[src/rtl/bnn_layer_seq.sv]
// Time-multiplexed binary neural network layer: one XNOR-popcount-threshold neuron per cycle.
// Define BNN_THR_PROG_EN to add per-neuron programmable thresholds (thr_wr_en port).
module bnn_layer_seq #(
    parameter int N_IN   = 8,
    parameter int N_OUT  = 8,
    parameter int THRESH = N_IN / 2
) (
    input  logic                       clk,
    input  logic                       reset,
    input  logic                       wr_en,
`ifdef BNN_THR_PROG_EN
    input  logic                       thr_wr_en,
`endif
    input  logic [$clog2(N_OUT)-1:0]   wr_addr,
    input  logic [N_IN-1:0]            wr_data,
    input  logic                       in_valid,
    output logic                       in_ready,
    input  logic [N_IN-1:0]            in_data,
    output logic                       out_valid,
    input  logic                       out_ready,
    output logic [N_OUT-1:0]           out_data,
    output logic                       busy
);

    localparam int CW = $clog2(N_IN + 1);
    localparam int NW = $clog2(N_OUT);

    localparam logic [1:0] S_IDLE    = 2'd0;
    localparam logic [1:0] S_COMPUTE = 2'd1;
    localparam logic [1:0] S_DONE    = 2'd2;

    logic [1:0]       r_state;
    logic [N_IN-1:0]  r_x;
    logic [NW-1:0]    r_n;
    logic [N_OUT-1:0] r_result;
    logic [N_OUT-1:0] r_out_data;
    logic [N_IN-1:0]  r_w [N_OUT];
`ifdef BNN_THR_PROG_EN
    logic [CW-1:0]    r_thr [N_OUT];
`endif

    logic [N_IN-1:0]  w_match;
    logic [CW-1:0]    w_pop;
    logic [31:0]      w_thr;
    logic             w_act;
    logic             w_last;
    logic [N_OUT-1:0] w_result_next;

    // Evaluation reads the registered row, so a same-cycle write to that row is not seen.
    always_comb begin
        w_match = ~(r_x ^ r_w[r_n]);
        w_pop   = '0;
        for (int unsigned i = 0; i < N_IN; i++) begin
            w_pop = w_pop + CW'(w_match[i]);
        end
`ifdef BNN_THR_PROG_EN
        w_thr = 32'(r_thr[r_n]);
`else
        w_thr = 32'(THRESH);
`endif
        w_act         = (32'(w_pop) >= w_thr);
        w_last        = (r_n == NW'(N_OUT - 1));
        w_result_next = r_result;
        w_result_next[r_n] = w_act;
    end

    always_ff @(posedge clk or posedge reset) begin
        if (reset) begin
            r_state    <= S_IDLE;
            r_x        <= '0;
            r_n        <= '0;
            r_result   <= '0;
            r_out_data <= '0;
            for (int unsigned i = 0; i < N_OUT; i++) begin
                r_w[i] <= '0;
`ifdef BNN_THR_PROG_EN
                r_thr[i] <= CW'(THRESH);
`endif
            end
        end else begin
            // Address decode per row: addresses at or beyond N_OUT match no row.
            for (int unsigned i = 0; i < N_OUT; i++) begin
                if (wr_en && (wr_addr == NW'(i))) begin
                    r_w[i] <= wr_data;
                end
`ifdef BNN_THR_PROG_EN
                if (thr_wr_en && (wr_addr == NW'(i))) begin
                    r_thr[i] <= wr_data[CW-1:0];
                end
`endif
            end

            case (r_state)
                S_IDLE: begin
                    if (in_valid) begin
                        r_x      <= in_data;
                        r_n      <= '0;
                        r_result <= '0;
                        r_state  <= S_COMPUTE;
                    end
                end
                S_COMPUTE: begin
                    r_result <= w_result_next;
                    if (w_last) begin
                        r_out_data <= w_result_next;
                        r_n        <= '0;
                        r_state    <= S_DONE;
                    end else begin
                        r_n <= r_n + 1'b1;
                    end
                end
                S_DONE: begin
                    if (out_ready) begin
                        r_state <= S_IDLE;
                    end
                end
                default: r_state <= S_IDLE;
            endcase
        end
    end

    assign in_ready  = (r_state == S_IDLE);
    assign out_valid = (r_state == S_DONE);
    assign busy      = (r_state != S_IDLE);
    assign out_data  = r_out_data;

endmodule

[config.mk]
export PLATFORM = sky130hd
export DESIGN_NAME = bnn_layer_seq
export DESIGN_NICKNAME = d
export VERILOG_FILES = /design/src/rtl/bnn_layer_seq.sv
export SDC_FILE = /design/constraint.sdc
export NUM_CORES = 1
export LEC_CHECK = 0
export CORE_ASPECT_RATIO = 0.75
export CORE_MARGIN = 5
export CORE_UTILIZATION = 40
export CTS_CLUSTER_SIZE = 40
export DETAILED_ROUTE_END_ITERATION = 10
export PLACE_DENSITY = 0.59
export RECOVER_POWER = 50
export SLEW_MARGIN = 5
export SYNTH_ARGS = -nofsm -noshare
export SYNTH_HDL_FRONTEND = slang
export SYNTH_SLANG_ARGS = --single-unit
export TNS_END_PERCENT = 10
[constraint.sdc]
create_clock -name clk -period 4.8 [get_ports clk]
set_input_delay 0.72 -clock clk [delete_from_list [all_inputs] [get_ports clk]]
set_output_delay 0.72 -clock clk [all_outputs]
set_load 0.02 [all_outputs]
== Word level (Yosys, flattened, before mapping) ==
Cells that the tools add are included.

* $add $sub $neg: 8
* $lt $le $gt $ge: 4
* Equality and inequality tests: 13
* Mux-type cells: 15
* Bitwise operators: 3
* Reductions and logical operators: 17

{| class="wikitable"
|+ Operator list
! kind !! count
|-
| $bmux W8 S3 || 1
|-
| $mux W8 || 3
|-
| $add A4 B1 Y4 || 4
|-
| $pmux W8 S2 || 1
|-
| $eq A3 B3 Y1 const B || 5
|-
| $logic_and A1 B1 Y1 || 9
|-
| $bwmux W8 || 1
|-
| $not A8 Y8 || 1
|-
| $xor A8 B8 Y8 || 1
|-
| $eq A3 B2 Y1 const B || 2
|-
| $mux W2 || 3
|-
| $mux W3 || 2
|-
| $pmux W2 S3 || 1
|-
| $pmux W3 S2 || 1
|-
| $reduce_and A2 Y1 || 3
|-
| $add A3 B1 Y4 || 1
|-
| $ge A4 B3 Y1 const B || 1
|-
| $ge A4 B4 Y1 const B || 1
|-
| $lt A3 B4 Y1 const B || 1
|-
| $ne A2 B2 Y1 const B || 2
|-
| $not A3 Y4 || 1
|-
| $reduce_bool A2 Y1 || 2
|-
| $add A2 B1 Y3 || 1
|-
| $add A3 B1 Y3 const B || 1
|-
| 11 further kinds || 11
|}

* Bits in registers: 93
* Bits of input ports: 24
* Logic and storage cells: 73

== Depth between registers and ports, before layout ==
* Word-level depth: 16
* Mapped depth: 17
* Gate-level depth less buffers: 15

== Worst setup path before layout ==
OpenSTA, ideal clock, no wires.

* Path kind: register to register
* From: register r_n[0]
* To: register r_result[7]
* Arrival: 3.957 ns
* Data required time: 4.665 ns
* Setup slack: 0.708 ns
* Stages on the path, launching flop included: 17
* Clock period less this slack: 4.092 ns
* Path through: dfrtp_1 clkbuf_1 buf_2 nand2_1 nor2_1 a22oi_1 nand4_1 xor2_1 fa_1 fa_1 fa_1 inv_1 ha_1 nand2b_1 nor3_1 mux2i_2 o21ai_1

* Longest elaborated chain between the ends: 16

{| class="wikitable"
|+ RTL lines
! item !! line !! text
|-
| start: declaration || 34 || <nowiki>logic [NW-1:0] r_n;</nowiki>
|-
| start signal: assignment || 109 || <nowiki>r_n <= r_n + 1'b1;</nowiki>
|-
| $not A3 Y4 (not written as such) || 51 || <nowiki>w_match = ~(r_x ^ r_w[r_n]);</nowiki>
|-
| $bmux W8 S3 || 51 ||
|-
| $mux W8 (not written as such) (2 in a row) || 51 ||
|-
| $xor A8 B8 Y8 || 51 ||
|-
| $not A8 Y8 || 51 ||
|-
| $add A1 B1 Y2 || 54 || <nowiki>w_pop = w_pop + CW'(w_match[i]);</nowiki>
|-
| $add A2 B1 Y3 || 54 ||
|-
| $add A3 B1 Y4 || 54 ||
|-
| $add A4 B1 Y4 (4 in a row) || 54 ||
|-
| $ge A4 B3 Y1 || 61 || <nowiki>w_act = (32'(w_pop) >= w_thr);</nowiki>
|-
| $bwmux W8 (*) || 64 || <nowiki>w_result_next[r_n] = w_act;</nowiki>
|-
| $pmux W8 S2 (*) || 93 || <nowiki>case (r_state)</nowiki>
|-
| end signal: assignment || 103 || <nowiki>r_result <= w_result_next;</nowiki>
|-
| end: declaration || 35 || <nowiki>logic [N_OUT-1:0] r_result;</nowiki>
|}

Every way passes the cells marked *; elsewhere a longest branch is shown, timed or not. The select of a mux whose other input is x is not followed.
A chain may end at the register's enable or synchronous reset.

== Final worst setup path ==
* From: register r_n[2]
* To: register r_result[7]

The elaborated chain is that of the path after synthesis.

==> impl_metrics.prom <==
# TYPE chip_impl_metric gauge
chip_impl_metric{name="io_buffers",unit=""} 34
chip_impl_metric{name="fillers",unit=""} 965
chip_impl_metric{name="drt-initial-drc-count",unit=""} 295
chip_impl_metric{name="grt_pass1_wl",unit="um"} 18180
chip_impl_metric{name="htree_num_levels",unit=""} 3
chip_impl_metric{name="synth_area_per_cell",unit="um^2"} 12.21
chip_impl_metric{name="total_power",unit="mW"} 4.300
chip_impl_metric{name="slew_violations",unit=""} 45
chip_impl_info{name="timing.setup.critical_path_class",value="flip-flop to flip-flop"} 1
chip_impl_metric{name="placement.cell_area",unit="um^2"} 5066
chip_impl_metric{name="insertion_delay",unit="ns"} 0.34
chip_impl_metric{name="avgViaCountPerCell",unit=""} 5.746
chip_impl_metric{name="max_cap_viol_count",unit=""} 1
chip_impl_metric{name="tightestPinTransition",unit="ns"} 1.923
chip_impl_metric{name="cp_data_required_time",unit="ns"} 5.01
chip_impl_metric{name="wirelength",unit="um"} 11030
chip_impl_info{name="timing.hold.worst.class",value="flip-flop to flip-flop"} 1
chip_impl_metric{name="setup-tns-final",unit="ns"} 0
chip_impl_metric{name="final.setup_skew",unit="ns"} 0.008287
chip_impl_info{name="cpMostUsedCell",value="sky130_fd_sc_hd__fa_1"} 1
chip_impl_metric{name="ctsHoldBuffers",unit=""} 0
chip_impl_metric{name="slew_headroom",unit=""} -0.2890
chip_impl_metric{name="fin_cells",unit=""} 552
chip_impl_metric{name="pwr_density_cell",unit="nW/um^2"} 804.4
chip_impl_metric{name="number_of_antenna_violations_at_the_first_check_in_global_routing",unit=""} 0
chip_impl_info{name="timing.critical_path.from_type",value="flip-flop"} 1
chip_impl_info{name="yosys.area.top_type",value="sky130_fd_sc_hd__dfrtp_1"} 1
chip_impl_metric{name="grt_use_total",unit=""} 0.1746
chip_impl_metric{name="area_growth_syn_to_layout",unit="%"} 17.69
chip_impl_metric{name="detailedPlacementHpwl",unit="um"} 7827
chip_impl_metric{name="dpl.cell_count",unit=""} 538
chip_impl_metric{name="die_w",unit="um"} 133.0
chip_impl_info{name="post_synth_main_area_contributors",value="sky130_fd_sc_hd__dfrtp_1, sky130_fd_sc_hd__mux2_2, sky130_fd_sc_hd__a22oi_1, sky130_fd_sc_hd__xor2_1, sky130_fd_sc_hd__fa_1"} 1
chip_impl_metric{name="synthCells",unit=""} 372
chip_impl_info{name="critical_path.top_delay_family",value="adder cells"} 1
chip_impl_info{name="grt_setup_unrepaired",value="no"} 1
chip_impl_metric{name="ys.warnings.count",unit=""} 0
chip_impl_metric{name="route.antenna.remaining_nets",unit=""} 0
chip_impl_metric{name="synth_top_area_frac",unit=""} 0.5124
chip_impl_metric{name="post-route-util",unit=""} 0.4848
chip_impl_metric{name="crit_arrival",unit="ns"} 4.64
chip_impl_metric{name="peakVddDrop",unit="V"} 0.0004914
chip_impl_metric{name="post_cts_buffers",unit=""} 0
chip_impl_metric{name="start_util",unit=""} 0.4120
chip_impl_metric{name="die_y",unit="um"} 102.3
chip_impl_metric{name="total_of_endpoints_with_negative_setup_slack_in_the_final_report",unit=""} 0
chip_impl_metric{name="dr.pass1.iters",unit=""} 4
chip_impl_metric{name="routed-via-count",unit=""} 3172
chip_impl_metric{name="worst_path_largest_cell_delay",unit="ns"} 0.53
chip_impl_metric{name="synth_seq_cells",unit=""} 93
chip_impl_info{name="outcome",value="complete, but fails checks"} 1
chip_impl_metric{name="synthDistinctLibCells",unit=""} 44
chip_impl_metric{name="core_area",unit="um^2"} 11020
chip_impl_info{name="critical-path-slowest-cell",value="sky130_fd_sc_hd__fa_1"} 1
chip_impl_metric{name="drcViolationCount",unit=""} 0
chip_impl_info{name="clk_root_buffer_cell",value="sky130_fd_sc_hd__clkbuf_16"} 1
chip_impl_metric{name="mappedNetlistNets",unit=""} 403
chip_impl_metric{name="dieArea",unit="um^2"} 13610
chip_impl_metric{name="pin_count_of_the_biggest_net_entering_global_routing",unit=""} 51
chip_impl_metric{name="num_io_pins",unit=""} 35
chip_impl_metric{name="clk_path_buf_depth",unit=""} 2
chip_impl_metric{name="final_layout_size_suffix_gt1_frac",unit=""} 0.2694
chip_impl_info{name="tritoncts_clock_tree",value="built"} 1
chip_impl_metric{name="synth_edf_count",unit=""} 0
chip_impl_metric{name="portion_of_the_post_synthesis_area_used_by_sequential_elements",unit=""} 0.5124
chip_impl_metric{name="layout.nets",unit=""} 440
chip_impl_metric{name="globalRoute.totalOverflow",unit=""} 0
chip_impl_metric{name="wp_buf_inv",unit=""} 2
chip_impl_info{name="timing.critical_path.cells",value="buf_4 -> nor2_1 -> and2_2 -> a22oi_1 -> nand4_1 -> xor2_1 -> fa_1 -> fa_1 -> fa_1 -> inv_1 -> ha_1 -> nand2b_1 -> nor3_1 -> mux2i_2 -> o21ai_1"} 1
chip_impl_metric{name="final_design_area_no_fill",unit="um^2"} 5345
chip_impl_info{name="failed_checks",value="capacitance limit, slew limit"} 1
chip_impl_metric{name="fin_crit",unit="ns"} 4.432
chip_impl_metric{name="fmax",unit="MHz"} 225.6
chip_impl_metric{name="number_of_global_route_vias_before_repair",unit=""} 3218
chip_impl_metric{name="rows",unit=""} 33
chip_impl_metric{name="globalplace.congestion",unit=""} 0.8683
chip_impl_metric{name="cellLeakagePower",unit="nW"} 2.211
chip_impl_metric{name="clk_pin_slew",unit="ns"} 0.06
chip_impl_metric{name="num_antenna_cells",unit=""} 0
chip_impl_info{name="synthFlopType",value="sky130_fd_sc_hd__dfrtp_1"} 1
chip_impl_metric{name="worstPathMaxFanout",unit=""} 17
chip_impl_metric{name="synth.cell_area",unit="um^2"} 4542
chip_impl_metric{name="tritoncts_num_sinks",unit=""} 93
chip_impl_metric{name="detail_route.wl_per_cell",unit="um"} 19.99
chip_impl_info{name="critPathCaptureType",value="flip-flop"} 1
chip_impl_metric{name="finalCritPeriodShare",unit=""} 0.9234
chip_impl_metric{name="synth-async-reset-ratio",unit=""} 1.000
chip_impl_metric{name="hold_violations",unit=""} 0
chip_impl_metric{name="total_cts_buffers",unit=""} 9
## report_power, final
group	switching, mW	internal, mW
clock network	0.277	0.411
logic	1.41	0.992
registers	0.188	1.02
total	1.87	2.43
## registers in the layout, indices dropped and copies added (netlist names)
| register | flops |
|---|---|
| r_x | 8 |
| r_n | 3 |
| r_state | 2 |
| r_w | 64 |
| r_result | 8 |
| out_data | 8 |
## worst paths after layout
| kind | startpoint | end | slack (ns) | cells after the start |
|---|---|---|---|---|
| worst max-delay path | r_n[2] | r_result[7] | 0.37 | 15 |
| worst min-delay path | r_w[58] | r_w[58] | 0.50 | 1 |
| worst max register to register | r_n[2] | r_result[7] | 0.37 | 15 |
| worst min register to register | r_w[58] | r_w[58] | 0.50 | 1 |
| max in group asynchronous | reset | r_x[4] | 1.55 | 3 |
| min in group asynchronous | reset | r_n[2] | 1.32 | 2 |
## repair_timing
action,in CTS,in global routing
resized for setup,0,2
hold endpoints to repair,0,0
setup endpoints to repair,0,5
## layout by cell type (no fill, tap or decap), types with 8 or more instances in the layout
master | Yosys | routed
sky130_fd_sc_hd__dfrtp_1 | 93 | 93
sky130_fd_sc_hd__mux2_2 | 71 | 71
sky130_fd_sc_hd__a22oi_1 | 36 | 36
sky130_fd_sc_hd__clkdlybuf4s50_1 | 0 | 24
sky130_fd_sc_hd__nor2_1 | 13 | 13
sky130_fd_sc_hd__nand2_1 | 10 | 10
sky130_fd_sc_hd__dlygate4sd3_1 | 0 | 10
sky130_fd_sc_hd__clkbuf_16 | 0 | 9
sky130_fd_sc_hd__buf_4 | 0 | 9
sky130_fd_sc_hd__a21o_1 | 8 | 8
sky130_fd_sc_hd__o21ai_1 | 8 | 8
sky130_fd_sc_hd__nand4_1 | 8 | 8
## stage by stage
stage          hold WS, ns  setup slack [ns]
2_1_floorplan       0.4717            0.7083
3_5_place_dp        0.4961            0.3161
4_1_cts             0.5101            0.2965
5_1_grt             0.5203           0.06479
3_3_place_gp        0.4879            0.3672
6_report            0.5049            0.3675
## metal layers
metal,global-route usage,part of all wire,up-vias
met5,0,0,-
met4,0.04473,0.011,0
met3,0.04774,0.069,10
met2,0.2520,0.43,90
met1,0.2595,0.49,1600
li1,-,-,1472
## synthesized netlist by cell type, types with 2 or more instances
| library cell | number |
|---|---|
| sky130_fd_sc_hd__fa_1 | 3 |
| sky130_fd_sc_hd__buf_1 | 3 |
| sky130_fd_sc_hd__ha_1 | 4 |
| sky130_fd_sc_hd__a22o_1 | 3 |
| sky130_fd_sc_hd__o21ai_1 | 8 |
| sky130_fd_sc_hd__and3b_1 | 2 |
| sky130_fd_sc_hd__nand2_1 | 10 |
| sky130_fd_sc_hd__nor4_1 | 2 |
| sky130_fd_sc_hd__dfrtp_1 | 93 |
| sky130_fd_sc_hd__nor3_2 | 2 |
| sky130_fd_sc_hd__or3_1 | 6 |
| sky130_fd_sc_hd__nor2_1 | 13 |
| sky130_fd_sc_hd__nand4_1 | 8 |
| sky130_fd_sc_hd__o21bai_1 | 2 |
| sky130_fd_sc_hd__nand4b_1 | 3 |
| sky130_fd_sc_hd__mux2i_1 | 6 |
| sky130_fd_sc_hd__nor3b_2 | 3 |
| sky130_fd_sc_hd__inv_1 | 8 |
| sky130_fd_sc_hd__a21oi_1 | 6 |
| sky130_fd_sc_hd__clkbuf_1 | 14 |
| sky130_fd_sc_hd__o221ai_1 | 5 |
| sky130_fd_sc_hd__o21ai_0 | 4 |
| sky130_fd_sc_hd__a22oi_1 | 36 |
| sky130_fd_sc_hd__and2_1 | 3 |
| sky130_fd_sc_hd__nand3b_1 | 3 |
| sky130_fd_sc_hd__or3b_2 | 2 |
| sky130_fd_sc_hd__nor3_1 | 8 |
| sky130_fd_sc_hd__mux2_2 | 71 |
| sky130_fd_sc_hd__nand3_1 | 4 |
| sky130_fd_sc_hd__nand2b_1 | 6 |
| sky130_fd_sc_hd__xor2_1 | 7 |
| sky130_fd_sc_hd__or2_2 | 3 |
| sky130_fd_sc_hd__a21o_1 | 8 |
| sky130_fd_sc_hd__nor2b_1 | 3 |
## cell families (layout without fill, tap and decap cells)
family,after synthesis,after routing,share of synthesized area
compound gates,77,77,0.1226
xor+xnor,7,7,0.01350
fa+ha+maj,7,7,0.02424
buf+inv,27,67,0.02424
flops,93,93,0.5124
mux,79,79,0.1956
simple gates,82,82,0.1074
## layout make-up
cell class | count | area (um^2) | area share
clock buffers | 12 | 246.5 | 0.04611
flip-flops and latches | 93 | 2327 | 0.4354
multi-input cells | 252 | 2113 | 0.3954
repair buffers | 45 | 416.7 | 0.07795
well taps | 140 | 175.2 | 0.03277
inverters | 8 | 31.28 | 0.005852
clock inverters | 2 | 35.03 | 0.006554
## worst reg2reg max path, cell delays in order, from the launching register on
cell	delay [ns]
sky130_fd_sc_hd__dfrtp_1	0.48
sky130_fd_sc_hd__buf_4	0.26
sky130_fd_sc_hd__nor2_1	0.07
sky130_fd_sc_hd__and2_2	0.30
sky130_fd_sc_hd__a22oi_1	0.22
sky130_fd_sc_hd__nand4_1	0.15
sky130_fd_sc_hd__xor2_1	0.18
sky130_fd_sc_hd__fa_1	0.53
sky130_fd_sc_hd__fa_1	0.52
sky130_fd_sc_hd__fa_1	0.43
sky130_fd_sc_hd__inv_1	0.06
sky130_fd_sc_hd__ha_1	0.22
sky130_fd_sc_hd__nand2b_1	0.21
sky130_fd_sc_hd__nor3_1	0.09
sky130_fd_sc_hd__mux2i_2	0.44
sky130_fd_sc_hd__o21ai_1	0.14
(Power assumes the default switching activity.)
